### src/rtl/sram_read_sequencer_pkg.sv
// sram_read_sequencer_pkg: shared widths and FSM encoding for the SRAM read sequencer
package sram_read_sequencer_pkg;
    localparam int PAGE_W     = 11;
    localparam int BATCH_N    = 8;
    localparam int BEAT_W     = $clog2(BATCH_N);
    localparam int SRAM_IDX_W = 5;
    localparam int NEXT_W     = 16;
    typedef enum logic [1:0] {IDLE, WAIT, PAGE, DRAIN} state_t;
endpackage

### src/rtl/sram_read_sequencer.sv
// sram_read_sequencer: streams one queued packet out of an SRAM page by page, following the jump-table chain.
// Ports:
//   clk, rst_n                      clock, synchronous active-low reset
//   deq_valid/deq_ready/deq_head/deq_tail   dequeue request from the port scheduler
//   out_ready                       downstream can take a full page (sampled at page start)
//   rd_page_down, rd_page           page turn pulse and page number to the SRAM interface
//   rd_xfer_data, rd_next_page, rd_ecc_code  read data, chain entry and page ECC from the SRAM
//   out_vld/out_data/out_sop/out_eop/out_ecc packet halfword stream downstream
//   chain_err                       pulse on a foreign chain entry or a runaway chain
module sram_read_sequencer
    import sram_read_sequencer_pkg::*;
#(
    parameter int SRAM_IDX  = 0,
    parameter int MAX_PAGES = 64
) (
    input  logic              clk,
    input  logic              rst_n,
    input  logic              deq_valid,
    output logic              deq_ready,
    input  logic [PAGE_W-1:0] deq_head,
    input  logic [PAGE_W-1:0] deq_tail,
    input  logic              out_ready,
    output logic              rd_page_down,
    output logic [PAGE_W-1:0] rd_page,
    input  logic [15:0]       rd_xfer_data,
    input  logic [NEXT_W-1:0] rd_next_page,
    input  logic [7:0]        rd_ecc_code,
    output logic              out_vld,
    output logic [15:0]       out_data,
    output logic              out_sop,
    output logic              out_eop,
    output logic [7:0]        out_ecc,
    output logic              chain_err
);
    localparam logic [SRAM_IDX_W-1:0] IDX       = SRAM_IDX_W'(SRAM_IDX);
    localparam logic [6:0]            MAX_CNT   = 7'(MAX_PAGES);
    localparam logic [BEAT_W-1:0]     LAST_BEAT = BEAT_W'(BATCH_N - 1);

    state_t            state, state_d;
    logic [BEAT_W-1:0] beat, beat_d;
    logic [PAGE_W-1:0] cur, cur_d, tail, tail_d, nxt, nxt_d, rd_page_q;
    logic [7:0]        ecc_q, ecc_d;
    logic [6:0]        cnt, cnt_d;
    logic              first, first_d, abort, abort_d;
    logic              vld_q, sop_q, eop_q;
    logic              pulse, is_tail, first_beat, last_beat;

    // beat==0 inside PAGE only occurs on a back-to-back page turn
    assign pulse      = (state == WAIT && out_ready) || (state == PAGE && beat == '0);
    assign is_tail    = cur == tail;
    assign first_beat = state == PAGE && beat == BEAT_W'(1);
    assign last_beat  = state == PAGE && beat == LAST_BEAT;

    assign deq_ready    = state == IDLE;
    assign rd_page_down = pulse;
    assign rd_page      = pulse ? cur : rd_page_q;
    assign out_vld      = vld_q;
    assign out_data     = vld_q ? rd_xfer_data : '0;
    assign out_sop      = sop_q;
    assign out_eop      = eop_q;
    // ECC is forwarded in the cycle it arrives so it covers all 8 beats of its page
    assign out_ecc      = first_beat ? rd_ecc_code : ecc_q;

    always_ff @(posedge clk) begin
        if (!rst_n) begin
            state     <= IDLE;
            beat      <= '0;
            cur       <= '0;
            tail      <= '0;
            nxt       <= '0;
            ecc_q     <= '0;
            cnt       <= '0;
            first     <= 1'b0;
            abort     <= 1'b0;
            rd_page_q <= '0;
            vld_q     <= 1'b0;
            sop_q     <= 1'b0;
            eop_q     <= 1'b0;
        end else begin
            state     <= state_d;
            beat      <= beat_d;
            cur       <= cur_d;
            tail      <= tail_d;
            nxt       <= nxt_d;
            ecc_q     <= ecc_d;
            cnt       <= cnt_d;
            first     <= first_d;
            abort     <= abort_d;
            rd_page_q <= rd_page;
            // data lags the address by one cycle: every address cycle yields a beat next cycle
            vld_q     <= pulse || state == PAGE;
            sop_q     <= pulse && first;
            eop_q     <= last_beat && (is_tail || abort);
        end
    end

    always_comb begin
        state_d   = state;
        cur_d     = cur;
        tail_d    = tail;
        nxt_d     = nxt;
        ecc_d     = ecc_q;
        cnt_d     = pulse ? ((&cnt) ? cnt : cnt + 7'd1) : cnt;
        first_d   = pulse ? 1'b0 : first;
        abort_d   = abort;
        chain_err = 1'b0;
        beat_d    = state == PAGE ? beat + 1'b1 : BEAT_W'(1);
        case (state)
            IDLE: if (deq_valid) begin
                state_d = WAIT;
                cur_d   = deq_head;
                tail_d  = deq_tail;
                cnt_d   = '0;
                first_d = 1'b1;
                abort_d = 1'b0;
            end
            WAIT: state_d = out_ready ? PAGE : WAIT;
            PAGE: begin
                if (first_beat) begin
                    nxt_d = rd_next_page[PAGE_W-1:0];
                    ecc_d = rd_ecc_code;
                    if (!is_tail && (rd_next_page[NEXT_W-1 -: SRAM_IDX_W] != IDX || cnt >= MAX_CNT)) begin
                        chain_err = 1'b1;
                        abort_d   = 1'b1;
                    end
                end
                if (last_beat) begin
                    state_d = (is_tail || abort) ? DRAIN : (out_ready ? PAGE : WAIT);
                    cur_d   = (is_tail || abort) ? cur : nxt;
                end
            end
            default: state_d = IDLE;
        endcase
    end
endmodule

### config.mk
export PLATFORM = sky130hd
export DESIGN_NAME = sram_read_sequencer
export DESIGN_NICKNAME = d
export VERILOG_FILES = /design/src/rtl/sram_read_sequencer_pkg.sv /design/src/rtl/sram_read_sequencer.sv
export SDC_FILE = /design/constraint.sdc
export NUM_CORES = 1
export LEC_CHECK = 0
export CAP_MARGIN = 20
export CORE_MARGIN = 3
export CORE_UTILIZATION = 42
export CTS_BUF_LIST = sky130_fd_sc_hd__clkbuf_4 sky130_fd_sc_hd__clkbuf_8
export DETAILED_ROUTE_END_ITERATION = 10
export PLACE_DENSITY = 0.78
export SKIP_CTS_REPAIR_TIMING = 1
export SYNTH_ARGS = -nofsm -noshare
export SYNTH_HDL_FRONTEND = slang
export SYNTH_SLANG_ARGS = --single-unit
### constraint.sdc
create_clock -name clk -period 1.7 [get_ports clk]
set_clock_uncertainty 0.1 [all_clocks]
set_input_delay 0.17 -clock clk [delete_from_list [all_inputs] [get_ports clk]]
set_output_delay 0.17 -clock clk [all_outputs]
set_load 0.01 [all_outputs]
==> run metrics, run 1 <==
status complete, but fails checks; failing checks setup timing; Mapped Area 3070 sq um; first-pass iteration count of the detailed router 5; crit path launch type flop; die height 91.5 um; GRT Overall Usage 19.3%; Vias/cell 5.01; Antenna Nets Post-Route 0; worst skew pair latency between 0.3 and 0.4 ns; largest net degree at the start of global routing 36; min-delay src rd_next_page[5]; CTS clk-pin slew, worst paths 0.07 ns; number of distinct library cells after synthesis 44; synthesized area per cell 8.63 sq um; Comb power frac 22.9%; vias in the first global route 2,716; GRT overflow 0; Hold EP nxt[5]; Longest Clk Path Bufs 2; Clock Tree Root clkbuf_8; Sequential Power Share 43.7%; Hold Crit Class in2reg; max-cap violations 0; # setup viols final 46; Worst path max stage delay 0.34 ns; Post-synth EDFFs 0; CP max stage cell dfxtp_2; Clock power frac 33.4%; count of state elements after synthesis 69; Net Count, Synth 427; Net Sw Frac 26.8%; P_sw 1080 uW; Setup TNS -8.77 ns; most frequent cells in the layout nand2_1 (72), clkdlybuf4s50_1 (67), dfxtp_1 (58); P per Cell Area 778 nW/um^2; Internal 2950 uW; die width 91.5 um; Final WS setup -0.503 ns; r2r startpoint tail[2]; Vias 3,075; DP Area 4520 sq um; Final Power 4030 uW; post-DP HPWL 6.20 mm; Final Cycle Share 130%; Worst EP required 1.43 ns; initial core utilization between 40% and 50%; sequential share of the synthesized area 45.0%; CP Data Arrival Time around 1.9 ns; First DRT Iteration DRCs 122; Worst Setup SP beat[1]; Max IR drop VDD 0.583 mV; Least-Margin Pin Slew 0.434 ns; Syn. warnings 0; full die area 8380 sq um; worst r2r path cells 6; # diodes 0; CP Capture Type primary output; Mapped Cells 356; CTS sink count 69; Finished Cell Area 5170 sq um; initial antenna violation count 0; Fin Hold WS 0.269 ns; Port Buffers 106; RSZ-0062 raised after global routing yes; first-pass GRT wire length 12.8 mm; routed len/inst 15.4 um; fmax 0.454 GHz; floorplan core area 6940 sq um; max_slew headroom just over 70%; number of buffers created by CTS 9; fillers 470; Area growth, synth to finish 68.4%; commonest non-fill, non-tap cell in the layout nand2_1; Hold Vio Cnt, Final 0; GP Congestion roughly 0.8; htree depth 3; Boundary Pins 107; CP dominant cell by count buf_6; Cell Rows 30; post-route core utilization between 70% and 80%; DRC viols 0; NumNets Final 584; Reg2Reg Capture Point cur[3]; Final Slew Violations 0; worst hold stages 3; Routed WL 9.46 mm; Crit Path Max Fanout 7; r2r setup slk -0.21 ns; WS Path Type reg2out; LEAKAGE 0.00247 uW; crit path time final about 2.2 ns; dominant synthesized flop cell dfxtp_1; CTS tree done; share of post-route cells with drive strength above 1 around 33%; Async SR Flop Fraction 0%; CP Cell Sequence inv_2, ha_4, and4bb_2, nor2_4, buf_6, buf_6, mux2_4, buf_6
stage by stage:
| stage | cells | setup WS (ns) |
|---|---|---|
| 6_report | 614 | -0.503 |
| 4_1_cts | 599 | -1.02 |
| 3_3_place_gp | 583 | -0.635 |
| 3_5_place_dp | 583 | -0.666 |
| 5_1_grt | 614 | -0.565 |
| 2_1_floorplan | 356 | -0.0701 |
synthesized netlist by cell type (2+ instances only):
| cell | count | share of area (%) |
|---|---|---|
| mux2_1 | 4 | 1.5 |
| nand2_1 | 72 | 8.8 |
| inv_1 | 8 | 0.98 |
| buf_4 | 2 | 0.49 |
| dfxtp_1 | 69 | 45 |
| buf_2 | 5 | 0.81 |
| a21oi_1 | 13 | 2.1 |
| nand3_1 | 16 | 2.6 |
| a31oi_1 | 2 | 0.41 |
| or3_1 | 3 | 0.61 |
| nor2_1 | 20 | 2.4 |
| and3_1 | 5 | 1.0 |
| o21ai_0 | 15 | 2.4 |
| and2_1 | 36 | 7.3 |
| xnor2_1 | 12 | 3.4 |
| mux2i_1 | 2 | 0.65 |
| a22o_1 | 11 | 3.1 |
| clkbuf_1 | 10 | 1.2 |
| a21boi_1 | 10 | 2.4 |
| a21boi_0 | 2 | 0.49 |
| mux2_2 | 7 | 2.6 |
| nor3_1 | 5 | 0.81 |
| ha_1 | 5 | 2.0 |
| buf_6 | 2 | 0.73 |
cell type report:
class / instances / area [sq um] / area share, %
inverter: 8 / 30.0 / 0.580
tap: 96 / 120 / 2.32
multi-input combinational: 260 / 1850 / 35.8
clock inverter: 6 / 62.6 / 1.21
clock buffer: 10 / 138 / 2.66
timing repair buffer: 165 / 1580 / 30.4
sequential: 69 / 1400 / 27.0
worst max-delay path, delay by kind of cell, from the launching register on:
kind,cells,cell delay [ns]
multiplexers,1,0.29
flip-flops,1,0.34
adder cells (fa/ha/maj),1,0.14
buffers and inverters,4,0.43
AND/OR/NAND/NOR,2,0.38
flip-flops by register name, summed over array words and instances (netlist names):
register   flops
cnt            7
abort          1
nxt           11
rd_page_q     11
out_eop        1
first          1
out_sop        1
cur           11
tail          11
ecc_q          8
state          2
out_vld        1
beat           3
power by group through the flow:
stage	Sequential [uW]	Combinational, uW	Clock [uW]
6_report	1760	922	1340
5_1_grt	1770	987	1440
4_1_cts	1740	753	1360
3_5_place_dp	1780	747	0
3_3_place_gp	1780	734	0
2_1_floorplan	1770	331	0
how the worst max path moves through the flow:
stage	endpoint	slack [ns]	depth (start not counted)
global route	rd_page[7]	-0.56	8
floorplan	rd_page_q[5]	-0.07	7
CTS	rd_page[1]	-1.02	6
global placement	rd_page[4]	-0.64	5
detailed placement	rd_page[1]	-0.67	5
finish	rd_page[7]	-0.50	8
logic make-up (layout without fill, tap and decap cells):
group / count (synthesis) / count (layout) / synth area share [%]
compound gates: 59 / 59 / 13.0
xor+xnor: 13 / 13 / 3.71
fa+ha+maj: 5 / 5 / 2.04
buf+inv: 28 / 189 / 4.40
flops: 69 / 69 / 45.0
mux: 13 / 13 / 4.68
simple gates: 169 / 170 / 27.2
per-layer routing:
layer	global-route usage, %	routed length [um]	up-vias
met3	6.96	612	8
met1	23.7	4070	1444
li1	-	-	1508
met4	4.52	69	0
met2	32.1	4710	115
met5	0	0	-
Power figures use the tool's default switching activity.
==> run 2, diff against run 1 <==
Settings changed: SETUP_SLACK_MARGIN from default to 0.1.
==> run metrics, run 2 (synthesis results as in run 1) <==
failing checks setup timing (unchanged); DRC viols 0 (unchanged); max-cap violations 0 (unchanged); die height 91.5 um (unchanged); CP Capture Type primary output (unchanged); worst skew pair latency 0.35 ns (about the same); r2r startpoint tail[0] (was tail[2]); GP Congestion 0.796 (was 0.785); worst hold stages 3 (unchanged); min-delay src rd_next_page[5] (unchanged); Area growth, synth to finish 72.5% (was 68.4%); Final Slew Violations 0 (unchanged); P per Cell Area 797 nW/um^2 (was 778 nW/um^2); GRT overflow 0 (unchanged); number of buffers created by CTS 9 (unchanged); share of post-route cells with drive strength above 1 36.4% (was 33.0%); GR Util met1 24.6% (was 23.7%); GR Util met3 5.05% (was 6.96%); # setup viols final 53 (was 46); GR Layer Usage met2 35.6% (was 32.1%); max_slew headroom 74.7% (was 71.1%); RSZ-0062 raised after global routing yes (unchanged); Least-Margin Pin Slew 0.379 ns (was 0.434 ns); most used routing layer met2 (unchanged); Final Power 4230 uW (was 4030 uW); Clock Tree Root clkbuf_8 (unchanged); first-pass iteration count of the detailed router 4 (was 5); first-pass GRT wire length 13.7 mm (was 12.8 mm); GRT Overall Usage 20.3% (was 19.3%); Vias/cell 5.07 (was 5.01); routed len/inst 16.5 um (was 15.4 um); post-DP HPWL 6.28 mm (was 6.20 mm); commonest non-fill, non-tap cell in the layout clkdlybuf4s50_1 (was nand2_1); Hold Crit Class in2reg (unchanged); Antenna Nets Post-Route 0 (unchanged); First DRT Iteration DRCs 119 (was 122); Final Cycle Share 127% (was 130%); Boundary Pins 107 (unchanged); CTS sink count 69 (unchanged); Setup TNS -12.23 ns (was -8.77 ns); full die area 8380 sq um (unchanged); LEAKAGE 0.00252 uW (was 0.00247 uW); status complete, but fails checks (unchanged); floorplan core area 6940 sq um (unchanged); Max IR drop VDD 0.612 mV (was 0.583 mV); Final WS setup -0.458 ns (was -0.503 ns); Worst EP required 1.43 ns (about the same); CTS clk-pin slew, worst paths 0.08 ns (was 0.07 ns); initial core utilization 44.3% (unchanged); die width 91.5 um (unchanged); WS Path Type reg2out (unchanged); crit path time final 2.16 ns (was 2.20 ns); vias in the first global route 2,885 (was 2,716); Hold Vio Cnt, Final 0 (unchanged); Port Buffers 106 (unchanged); crit path launch type flop (unchanged); worst r2r path cells 6 (unchanged); initial antenna violation count 0 (unchanged); NumNets Final 588 (was 584); Crit Path Max Fanout 6 (was 7); Vias 3,133 (was 3,075); Routed WL 10.2 mm (was 9.46 mm); Longest Clk Path Bufs 2 (unchanged); CP Data Arrival Time 1.89 ns (was 1.93 ns); Worst Setup SP beat[0] (was beat[1]); Cell Rows 30 (unchanged); CTS tree done (unchanged); # diodes 0 (unchanged); most frequent cells in the layout clkdlybuf4s50_1 (67), nand2_1 (65), dfxtp_1 (57) (was nand2_1 (72), clkdlybuf4s50_1 (67), dfxtp_1 (58)); largest net degree at the start of global routing 44 (was 36); fmax 0.463 GHz (was 0.454 GHz); htree depth 3 (unchanged)
-- run 2: cell count changes in the layout (fill, tap and decap cells not counted), sizes merged --
cell	previous run	this run
buf	79	82
clkinv	5	2
inv	8	10
bufinv	1	2
clkbuf	11	12
-- run 2: worst paths after layout --
| path | endpoint | slack (ns) |
|---|---|---|
| max reg2reg | cur[8] | -0.33 |
| min reg2reg | nxt[0] | 0.36 |
| min | nxt[5] | 0.26 |
| max | rd_page[7] | -0.46 |
-- run 2: layout make-up --
type                            instances  area [sq um]
Fill cell                             462          1640
Clock buffer                           10           131
Timing Repair Buffer                  169          1640
Sequential cell                        69          1400
Tap cell                               96           120
Inverter                                8          30.0
Multi-Input combinational cell        260          1890
Clock inverter                          6          95.1
-- run 2: critical path, stage by stage, from the launching register on --
cell,delay (ns)
dfxtp_2,0.35
inv_2,0.05
ha_4,0.14
and4bb_2,0.24
nor2_4,0.16
buf_6,0.17
mux2_4,0.32
buf_6,0.12
-- run 2: power breakdown --
group          total (uW)  switching, uW  leakage, uW  internal (uW)
clock                1520            659     0.000115            858
combinational         946            399      0.00184            547
sequential           1760           66.7     0.000567           1700
-- run 2: metal layers --
metal | vias to the layer above | part of all wire, %
met5 | - | 0
met3 | 21 | 5.6
met4 | 0 | 2.4
li1 | 1516 | -
met2 | 111 | 52
met1 | 1485 | 40
-- run 2: per-stage QoR --
stage	instance area [sq um]	std cells	setup slack, ns	util, %	hold slack (ns)
5_1_grt	5300	618	-0.509	76.3	0.259
3_3_place_gp	4580	585	-0.611	65.9	0.344
4_1_cts	4800	601	-1.00	69.2	0.257
6_report	5300	618	-0.458	76.3	0.263
3_5_place_dp	4580	585	-0.659	65.9	0.346
2_1_floorplan	3140	356	-0.0701	-	0.178
